<file path="config.mk">
export PLATFORM = sky130hd
export DESIGN_NAME = tdm_demux_1_8_flat
export DESIGN_NICKNAME = d
export VERILOG_FILES = /design/src/rtl/tdm_demux_1_8_pkg.sv /design/src/rtl/tdm_demux_1_8_if.sv /design/src/rtl/tdm_slot_counter.sv /design/src/rtl/tdm_demux_1_8.sv /design/src/flat_wrapper.sv
export SDC_FILE = /design/constraint.sdc
export NUM_CORES = 1
export LEC_CHECK = 0
export CAP_MARGIN = 0
export CORE_MARGIN = 4
export CORE_UTILIZATION = 45
export CTS_CLUSTER_DIAMETER = 200
export CTS_CLUSTER_SIZE = 16
export DETAILED_ROUTE_END_ITERATION = 16
export PLACE_DENSITY = 0.77
export REMOVE_ABC_BUFFERS = 1
export SETUP_SLACK_MARGIN = 0.05
export SYNTH_ARGS = -nofsm -noshare
export SYNTH_HDL_FRONTEND = slang
export SYNTH_SLANG_ARGS = --single-unit
</file>
<file path="constraint.sdc">
create_clock -name clk -period 1.6 [get_ports clk]
set_input_delay 0.32 -clock clk [delete_from_list [all_inputs] [get_ports clk]]
set_output_delay 0.32 -clock clk [all_outputs]
set_load 0.05 [all_outputs]
</file>
<file path="src/rtl/tdm_demux_1_8_pkg.sv">
// Shared definitions for the TDM link: channel count defaults, FSM encoding
// and the slot-to-channel map used by both the mux and demux sides.
package tdm_demux_1_8_pkg;

  localparam int unsigned NUM_CH_DEF = 8;
  localparam int unsigned SEL_W_DEF  = 3;

  localparam logic [0:0] ST_IDLE = 1'b0;
  localparam logic [0:0] ST_RUN  = 1'b1;

  localparam int unsigned CH_A = 0;
  localparam int unsigned CH_B = 1;
  localparam int unsigned CH_C = 2;
  localparam int unsigned CH_D = 3;
  localparam int unsigned CH_E = 4;
  localparam int unsigned CH_F = 5;
  localparam int unsigned CH_G = 6;
  localparam int unsigned CH_H = 7;

  typedef struct packed {
    logic din;
    logic din_valid;
    logic sync;
  } beat_t;

endpackage

</file>
<file path="src/rtl/tdm_demux_1_8_if.sv">
// Serial-in / parallel-out bundle between the TDM link receiver and its users.
interface tdm_demux_1_8_if
  import tdm_demux_1_8_pkg::*;
#(
  parameter int unsigned NUM_CH = NUM_CH_DEF,
  parameter int unsigned SEL_W  = SEL_W_DEF
);

  logic              din;
  logic              din_valid;
  logic              sync;
  logic [NUM_CH-1:0] ch_out;
  logic              frame_valid;
  logic              frame_err;
  logic [SEL_W-1:0]  slot;
  logic              locked;

  modport master (
    output din, din_valid, sync,
    input  ch_out, frame_valid, frame_err, slot, locked
  );

  modport slave (
    input  din, din_valid, sync,
    output ch_out, frame_valid, frame_err, slot, locked
  );

endinterface

</file>
<file path="src/rtl/tdm_slot_counter.sv">
// Modulo-NUM_CH slot counter: load to 1 on a sync beat, advance on a plain beat.
// Shared with the transmit side, where it drives the mux selects.
module tdm_slot_counter #(
  parameter int unsigned NUM_CH = 8,
  parameter int unsigned SEL_W  = 3
) (
  input  logic             clk,
  input  logic             rst,
  input  logic             i_load,
  input  logic             i_advance,
  output logic [SEL_W-1:0] o_slot
);

  logic [SEL_W-1:0] r_slot;

  // The sync beat itself occupies slot 0, so the next expected slot is 1.
  always_ff @(posedge clk or posedge rst) begin
    if (rst) begin
      r_slot <= '0;
    end else if (i_load) begin
      r_slot <= SEL_W'(1);
    end else if (i_advance) begin
      r_slot <= (r_slot == SEL_W'(NUM_CH - 1)) ? '0 : r_slot + SEL_W'(1);
    end
  end

  assign o_slot = r_slot;

endmodule

</file>
<file path="src/rtl/tdm_demux_1_8.sv">
// 1:8 TDM demultiplexer: assembles a frame of serial beats in a shadow register
// and publishes all channels at once with a one-cycle frame strobe.
module tdm_demux_1_8
  import tdm_demux_1_8_pkg::*;
#(
  parameter int unsigned NUM_CH = NUM_CH_DEF,
  parameter int unsigned SEL_W  = SEL_W_DEF
) (
  input  logic              clk,
  input  logic              rst,
  tdm_demux_1_8_if.slave    bus
);

  logic [0:0]        r_state;
  logic [NUM_CH-1:0] r_shadow;
  logic [NUM_CH-1:0] r_ch_out;
  logic              r_frame_valid;
  logic              r_frame_err;

  beat_t             w_beat;
  logic [SEL_W-1:0]  w_slot;
  logic [SEL_W-1:0]  w_idx;
  logic              w_run;
  logic              w_start;
  logic              w_advance;
  logic              w_capture;
  logic              w_resync;
  logic              w_complete;

  assign w_beat     = {bus.din, bus.din_valid, bus.sync};
  assign w_run      = (r_state == ST_RUN);
  assign w_start    = w_beat.din_valid & w_beat.sync;
  assign w_advance  = w_run & w_beat.din_valid & ~w_beat.sync;
  assign w_capture  = w_start | w_advance;
  assign w_resync   = w_run & w_start & (w_slot != '0);
  // A sync beat always restarts at slot 0, so it can never complete a frame.
  assign w_complete = w_advance & (w_slot == SEL_W'(NUM_CH - 1));
  assign w_idx      = w_start ? '0 : w_slot;

  tdm_slot_counter #(
    .NUM_CH (NUM_CH),
    .SEL_W  (SEL_W)
  ) u_slot_counter (
    .clk       (clk),
    .rst       (rst),
    .i_load    (w_start),
    .i_advance (w_advance),
    .o_slot    (w_slot)
  );

  always_ff @(posedge clk or posedge rst) begin
    if (rst) begin
      r_state <= ST_IDLE;
    end else if (w_start) begin
      r_state <= ST_RUN;
    end
  end

  always_ff @(posedge clk or posedge rst) begin
    if (rst) begin
      r_shadow <= '0;
    end else if (w_capture) begin
      r_shadow[w_idx] <= w_beat.din;
    end
  end

  // The last beat bypasses the shadow so ch_out lands on the same edge.
  always_ff @(posedge clk or posedge rst) begin
    if (rst) begin
      r_ch_out      <= '0;
      r_frame_valid <= 1'b0;
      r_frame_err   <= 1'b0;
    end else begin
      if (w_complete) begin
        r_ch_out <= {w_beat.din, r_shadow[NUM_CH-2:0]};
      end
      r_frame_valid <= w_complete;
      r_frame_err   <= w_resync;
    end
  end

  assign bus.ch_out      = r_ch_out;
  assign bus.frame_valid = r_frame_valid;
  assign bus.frame_err   = r_frame_err;
  assign bus.slot        = w_slot;
  assign bus.locked      = w_run;

endmodule

</file>
<file path="src/flat_wrapper.sv">
// flat-port wrapper written by rule: the top's interface ports become plain ports
module tdm_demux_1_8_flat import tdm_demux_1_8_pkg::*;
#(
  parameter int unsigned NUM_CH = NUM_CH_DEF,
  parameter int unsigned SEL_W  = SEL_W_DEF
)
  (clk, rst, bus_din, bus_din_valid, bus_sync, bus_ch_out, bus_frame_valid, bus_frame_err, bus_slot, bus_locked);
  tdm_demux_1_8_if #(.NUM_CH(NUM_CH), .SEL_W(SEL_W)) bus_i ();
  input  logic clk;
  input  logic rst;
  input wire logic [$bits(bus_i.din)-1:0] bus_din;
  input wire logic [$bits(bus_i.din_valid)-1:0] bus_din_valid;
  input wire logic [$bits(bus_i.sync)-1:0] bus_sync;
  output wire logic [$bits(bus_i.ch_out)-1:0] bus_ch_out;
  output wire logic [$bits(bus_i.frame_valid)-1:0] bus_frame_valid;
  output wire logic [$bits(bus_i.frame_err)-1:0] bus_frame_err;
  output wire logic [$bits(bus_i.slot)-1:0] bus_slot;
  output wire logic [$bits(bus_i.locked)-1:0] bus_locked;
  assign bus_i.din = bus_din;
  assign bus_i.din_valid = bus_din_valid;
  assign bus_i.sync = bus_sync;
  assign bus_ch_out = bus_i.ch_out;
  assign bus_frame_valid = bus_i.frame_valid;
  assign bus_frame_err = bus_i.frame_err;
  assign bus_slot = bus_i.slot;
  assign bus_locked = bus_i.locked;
  tdm_demux_1_8 #(.NUM_CH(NUM_CH), .SEL_W(SEL_W)) u_core (.clk(clk), .rst(rst), .bus(bus_i));
endmodule
</file>
; ---- After elaboration in Yosys (flattened, before gate mapping)
; Index checks and enable logic that the tools add are counted.
[op_classes]
n_bitwise = 8
add_sub_neg = 1
order_cmp = 2
n_mux = 7
n_reduce_logical = 3
eq_ne = 1
[ops]
columns = cell, count
row1 = $mux W3, 4
row2 = $bwmux W8, 1
row3 = $and A1 B1 Y1, 6
row4 = $lt A3 B4 Y1 const B, 1
row5 = $add A3 B1 Y3 const B, 1
row6 = $demux W1 S3, 1
row7 = $eq A3 B3 Y1 const B, 1
row8 = $ge A3 B1 Y1 const B, 1
row9 = $reduce_bool A3 Y1, 1
row10 = $reduce_bool A2 Y1, 1
row11 = $logic_and A1 B1 Y1, 1
row12 = $mux W1, 1
row13 = $not A1 Y1, 1
row14 = $or A1 B1 Y1, 1
[word_totals]
ff_bits = 22
input_bits = 5
output_inout_bits = 14

; ---- Logic depth before layout (Yosys ltp)
[depth]
depth_word = 7
depth_mapped = 5
mapped_depth_nobuf = 5

; ---- Cells and area by module
; A second synthesis with hierarchy kept.
[hier_totals]
cells_unflattened = 66
area_unflattened_um2 = 959.7
[modules_own_cells]
columns = module, area_per_inst_um2, cells_per_inst, instances, seq_area_each_um2
row1 = tdm_demux_1_8, 809.5, 53, 1, 450.4
row2 = tdm_slot_counter, 150.1, 13, 1, 75.1

; ---- Least setup slack after synthesis
; Ideal clock, no wire load.
[synth_path]
path_type = reg2reg
from = reg u_core.u_slot_counter.r_slot[1] (netlist: u_core.u_slot_counter.o_slot[1])
to = reg u_core.r_ch_out[0] (netlist: u_core.bus.ch_out[0])
stages_incl_launch_ff = 5
required_time_ps = 1475
slack_ps = -73
arrival_time_ps = 1548
cell_sequence = dfrtp_1 ha_1 ha_1 nand2_4 mux2_2
[synth_between]
elab_chain_cells = 2
[synth_lines]
columns = element, line_no
row1 = from (decl), tdm_slot_counter.sv:14  ; logic [SEL_W-1:0] r_slot;
row2 = from (signal assigned), tdm_slot_counter.sv:23  ; r_slot <= (r_slot == SEL_W'(NUM_CH - 1)) ? '0 : r_slot + SEL_W'(1);
row3 = $eq A3 B3 Y1, tdm_demux_1_8.sv:37  ; assign w_complete = w_advance & (w_slot == SEL_W'(NUM_CH - 1));
row4 = $and A1 B1 Y1, tdm_demux_1_8.sv:37
row5 = to (signal assigned), tdm_demux_1_8.sv:75  ; r_ch_out <= {w_beat.din, r_shadow[NUM_CH-2:0]};
row6 = to (decl), tdm_demux_1_8.sv:16  ; logic [NUM_CH-1:0] r_ch_out;
; Every way passes these cells.
; A chain may end at the register's enable or synchronous reset.

; ---- Worst setup path after layout
[layout_path]
from = in bus_sync
to = reg u_core.r_ch_out[2] (netlist: u_core.bus.ch_out[2])
[layout_between]
elab_chain_cells = 3
[layout_lines]
columns = element, line_no
row1 = from (decl), flat_wrapper.sv:13  ; input wire logic [$bits(bus_i.sync)-1:0] bus_sync;
row2 = $not A1 Y1, tdm_demux_1_8.sv:33  ; assign w_advance = w_run & w_beat.din_valid & ~w_beat.sync;
row3 = $and A1 B1 Y1, tdm_demux_1_8.sv:33
row4 = $and A1 B1 Y1, tdm_demux_1_8.sv:37
; Every way passes these cells.

==> impl_metrics.toml <==
[routing]
antenna_left = 0
wl_met1_um = 747
met2_length_um = 883
first_iter_violations = 9
dr_wl_met3_um = 54
drc = 0
routedWlPerCell_um = 13.9
vias = 611
via_per_inst = 4.97
finalWirelength_mm = 1.71
highest_layer = "met4"
drtPass1Iterations = 4

[pwr]
clkPwrFrac_pct = 18.4
seqPwrFrac_pct = 50.3
intPower_w = 0.000910
pwr-share-comb_pct = 31.3
peakVddDrop_mv = 0.655
net-switching-power_w = 0.000454
power-per-cell-area_mw_per_mm2 = 1130
switching_share_pct = 33.3
p_leak_nw = 0.622

[critical_path]
critPathKind = "input pin to flip-flop"
crit_fanout = 9
cp-end-kind = "flip-flop"
worstPathArrival_ps = 1640
worstSetupStartpointType = "input pin"
cp.required_ps = 1790

[job]
cap_violations = 0

[clocking]
clock-root-buffer = "clkbuf_4"
htree_levels = 1
cts.reportedPaths.clkPinSlew_ps = 120
clk_latency_ps = 300
clock-sinks = 21
cts_max_path_buffers = 2
cts_tree = "built"
cts_buffers = 3

[yosys]
ys_warn_count = 0
yosys.area_share.xor_xnor_pct = 0
ys_ff_latch = 21
synth_top_family_by_area = "multiplexers"
synth_seq_area_share_pct = 57.6
syn_inst = 69
synth_area_per_cell_um2 = 13.2
synth_compound_area_share_pct = 5.08
yosys.cell_types.count = 20
yosys.area_share.simple_pct = 10.8
netlist_area_um2 = 912
synth_fa_ha_area_share_pct = 4.12
synth.area.mux_share_pct = 18.5

[die]
core.rowCount = 16
core_area_mm2 = 0.00194
fp.dieH_um = 53.0
dieArea_mm2 = 0.00281
die_x_um = 53.0
ioPinCount = 19
floorplan.initialDensity_pct = 47.0

[final_layout]
design_area_mm2 = 0.00121
diodes = 0
drive_above_1_share_pct = 43.8
fillers = 158
multi_input_area_um2 = 353
layout.nets = 105
instances_no_fill = 123
area_growth_syn_to_layout_pct = 32.8
seq_area_um2 = 527

[sta]
finClkSkew_ps = 5.57
finalMaxSlewViolations = 0
slew_headroom_pct = 77.7
worst-slew-pin-transition_ps = 335
hold_violations = 0
rsz0062_at_grt = "false"
setup_violations = 0
period_share_pct = 90.6
max_freq_ghz = 0.690
hold_slack_ps = 322
min_period_ps = 1450

[grt]
gr-total-overflow = 0
track_usage_pct = 14.7
grt_pass1_vias = 639
grt_pass1_wl_mm = 2.99
antenna_found_initial = 0
grt_start_max_net_pins = 22

[status]
status = "finished, final reports clean"

[place]
io_buffer_count = 18
detailed_place.area_mm2 = 0.00118
dp_cells = 119
dp_hpwl_mm = 1.18
gp_congestion = 0.750

[min_path]
hp-class = "input pin to async pin"
==> synthesized netlist by cell type <==
master	count	area (µm²)
dfrtp_1	21	526
mux2_2	13	146
inv_1	6	22.5
nand3_1	4	20.0
ha_1	3	37.5
nand2_1	3	11.3
nand4_1	3	18.8
o21ai_0	3	15.0
mux2_1	2	22.5
a21o_1	1	7.51
a21oi_1	1	5.00
a22o_1	1	8.76
a32o_1	1	10.0
and3b_1	1	8.76
and4bb_2	1	12.5
buf_4	1	7.51
clkbuf_2	1	5.00
nand2_4	1	11.3
nor3b_1	1	7.51
nor4b_1	1	8.76
==> flip-flops by register name (all words and copies together) (netlist names) <==
register and flops:
u_core.u_slot_counter.o_slot 3, u_core.bus.frame_valid 1, u_core.bus.ch_out 8, u_core.bus.locked 1, u_core.bus.frame_err 1, u_core.r_shadow 7
==> layout make-up <==
| type | count | area share, % |
|---|---|---|
| clock buffers | 3 | 1.86 |
| clock inverters | 1 | 0.413 |
| inverters | 6 | 1.86 |
| multi-input cells | 40 | 29.1 |
| flip-flops and latches | 21 | 43.5 |
| well taps | 27 | 2.79 |
| repair buffers | 25 | 20.5 |
==> power by group through the flow <==
stage	clock, W	sequential, W	combinational (W)
after detailed placement	0	0.000696	0.000423
after CTS	0.000260	0.000687	0.000430
after global routing	0.000281	0.000703	0.000454
after floorplan	0	0.000813	0.000131
after global placement	0	0.000691	0.000417
final	0.000251	0.000685	0.000427
==> worst max-delay path, cell delays in order <==
cell	delay (ps)
clkdlybuf4s50_1	530
and3b_2	290
nand2_4	150
mux2_2	350
==> placed cells by master (no fill, tap or decap), types with 3 or more instances in the layout <==
cell type        Yosys  layout
inv_1                6       6
buf_4                1      17
buf_12               0       4
ha_1                 3       3
dfrtp_1             21      20
clkdlybuf4s50_1      0       4
nand4_1              3       3
o21ai_0              3       3
nand3_1              4       4
mux2_2              13      13
nand2_1              3       3
clkbuf_4             0       3
==> layer usage <==
metal  up-vias  track usage, %
li1        295               -
met1       296            18.5
met2        16            25.2
met3         4            2.54
met4         0            5.11
met5         -               0
==> per-stage QoR <==
step	total power (W)	setup slack [ps]	TNS [ps]	util [%]
6_report	0.00136	150	0	62.4
5_1_grt	0.00144	99.6	0	62.4
4_1_cts	0.00138	127	0	62.2
3_5_place_dp	0.00112	-178	-1920	60.8
3_3_place_gp	0.00111	-142	-1660	60.8
2_1_floorplan	0.000944	-112	-966	-
==> worst paths after layout <==
path / start / depth (start not counted) / slack [ps] / endpoint
worst max-delay path: bus_sync / 4 / 150 / u_core.bus.ch_out[2]$_DFFE_PP0P_
worst max register to register: u_core.u_slot_counter.o_slot[0]$_DFFE_PP0P_ / 4 / 160 / u_core.bus.ch_out[2]$_DFFE_PP0P_
worst min-delay path: rst / 3 / 320 / u_core.bus.ch_out[7]$_DFFE_PP0P_
min in group clk: u_core.r_shadow[3]$_DFFE_PP0P_ / 1 / 510 / u_core.r_shadow[3]$_DFFE_PP0P_
worst min register to register: u_core.r_shadow[3]$_DFFE_PP0P_ / 1 / 510 / u_core.r_shadow[3]$_DFFE_PP0P_
max in group asynchronous: rst / 3 / 1050 / u_core.bus.locked$_DFFE_PP0P_
==> cells by family (layout without fill, tap and decap cells) <==
kind of cell,after synthesis,after routing
DFF,21,21
and+or+nand+nor,15,15
adders and majority gates,3,3
muxes,15,15
buffers and inverters,8,35
AOI/OAI and AO/OA,7,7
==> what timing repair did <==
action	CTS	global route
buffers inserted	0	0
gates resized for setup	0	2
setup endpoints to repair	0	1
hold buffers	0	0
No activity file was read; power rests on OpenSTA's default activity.
==> variant (same settings) <==
`NUM_CH_DEF`: 8 -> 10.
--- a/src/rtl/tdm_demux_1_8_pkg.sv
+++ b/src/rtl/tdm_demux_1_8_pkg.sv
@@ -4,3 +4,3 @@
 
-  localparam int unsigned NUM_CH_DEF = 8;
+  localparam int unsigned NUM_CH_DEF = 10;
   localparam int unsigned SEL_W_DEF  = 3;
Interface: changed (resized bus_ch_out); port bits go from 19 to 21. The function was not compared with the original's and may differ.
==> variant against the unedited design <==
Maximum frequency is 0.46% lower; worst setup slack worse by 6.6 ps; utilization is 0.56 points higher; global-route usage shrank 1.9 points; sequential cell count increased by 2; largest cell class unchanged; critical path type is now flop to flop; critical endpoint is now u_core.bus.ch_out[4]; first-iteration DRC count up 33%; final area is 14% higher; wire length is 10% higher; synthesized area increased by 12%.
Power is not compared: it rests on default switching activity, and its combinational part moved more than twofold at a synthesized area within 25%.
==> variant: results (changes against the unedited design) <==
status=finished, final reports clean; Seq/Total Area, Yosys=56.2% (-1.4 points); Synth top cells by count=23 x dfrtp_1, 9 x mux2_4, 8 x mux2_2; Global Route met2 Usage=20.6% (-4.6 points); R2R cell count=3 (-1); final net count=109 (+3.8%); first-pass iteration count of the detailed router=6 (+2); Bufs on Longest Clock Path=2 (unchanged); CTS buffer count=3 (unchanged); CTS root buf=clkbuf_4; Place WS=-293 ps (-114 ps); fmax=686 MHz (-0.46%); synth top area cells=dfrtp_1 56%, mux2_4 13%, mux2_2 8.8%; met1 usage=16.4% (-2.1 points); cells after synthesis=72 (+4.3%); DP Cell Count=127 (+6.7%); crit path DAT=1650 ps; Post-DP HPWL=1420 um (+20%); Worst setup endpoint=u_core.bus.ch_out[4]; Hold Path Class=input port to async pin; Cell Area, Placed=0.00133 mm2 (+13%); ratio of cells with drive above 1 in the final layout=56.3% (+13 points); max reg flops=9 (+1); CP delay by family, top=flip-flops; ys async rst share=100% (unchanged); FF-to-FF setup slack=140 ps (-20 ps); first-pass GRT wire length=3100 um (+3.7%); 1st-iter DRT viols=12 (+3); routing usage on met3=1.86% (-0.68 points); Yosys cell types=26 (+30%); worst-path maximum fanout=11 (+2); Via-to-Cell Ratio=4.93 (-0.73%); pin count of the biggest net entering global routing=24 (+9.1%); Slowest-stage cell, CP=dfrtp_2; WL/cell=14.3 um (+3.3%); NetSw=0.904 mW; Worst Setup SP=u_core.u_slot_counter.o_slot[1]; crit-path max cell delay=500 ps (-30 ps); WL final=1880 um (+10%); H-tree level count=1 (unchanged); GRT Util Overall=12.8% (-1.9 points); clk slew on worst S/H paths=120 ps (about the same); number of global-route vias before repair=679 (+6.3%); Worst Clk Skew=2.56 ps (-3.01 ps); Final Wtd Congestion=0.837 (+12%); IO Port Bufs=19 (+1)
variant: changes by cell type after synthesis, sizes merged, moves of 3 or more:
cell / change
inv: -4
nand4: -3
nor3: +4
ha: -3
buf: +4
variant: repair_timing:
action	in CTS	in global routing
buffers inserted	0	0
setup endpoints to repair	3	6
gates resized for setup	2	5
pin swaps	0	1
variant: kinds of logic (layout without fill, tap and decap cells):
logic type      count (synthesis)  count (layout)  share of synthesized area [%]
compound gates                  7               7                           5.75
buf+inv                         7              38                           4.65
flops                          23              23                           56.2
mux                            17              17                           22.0
other cells                     1               1                          0.366
simple gates                   17              17                           11.0
variant: area by class of cell:
| type | count | area (um2) |
|---|---|---|
| clock buffers | 4 | 26.3 |
| repair buffers | 32 | 318 |
| multi-input cells | 42 | 414 |
| flip-flops and latches | 23 | 578 |
| inverters | 2 | 7.51 |
| fillers | 179 | 812 |
| well taps | 28 | 35.0 |
variant: power by group through the flow:
stage	clock network (mW)	registers, mW	logic [mW]
final	0.253	0.891	1.10
after global routing	0.294	0.921	1.14
after detailed placement	0	0.903	1.10
after floorplan	0	1.30	0.305
after CTS	0.267	0.893	1.11
after global placement	0	0.891	1.09
variant: worst reg2reg max path, delay by kind of cell, from the launching register on:
family	cells	cell delay, ps
buffers and inverters	1	190
flip-flops	1	500
multiplexers	1	330
AND/OR/NAND/NOR	1	340
variant: metal layers:
layer	up-vias	part of all wire, %
met3	2	2.9
met2	11	50
met4	0	1.1
met5	-	0
met1	319	46
li1	314	-
variant: stage by stage:
stage,utilization (%),hold WS (ps)
floorplan,-,322
global placement,60.8,487
detailed placement,60.8,494
CTS,62.4,356
global route,62.9,365
finish,62.9,349
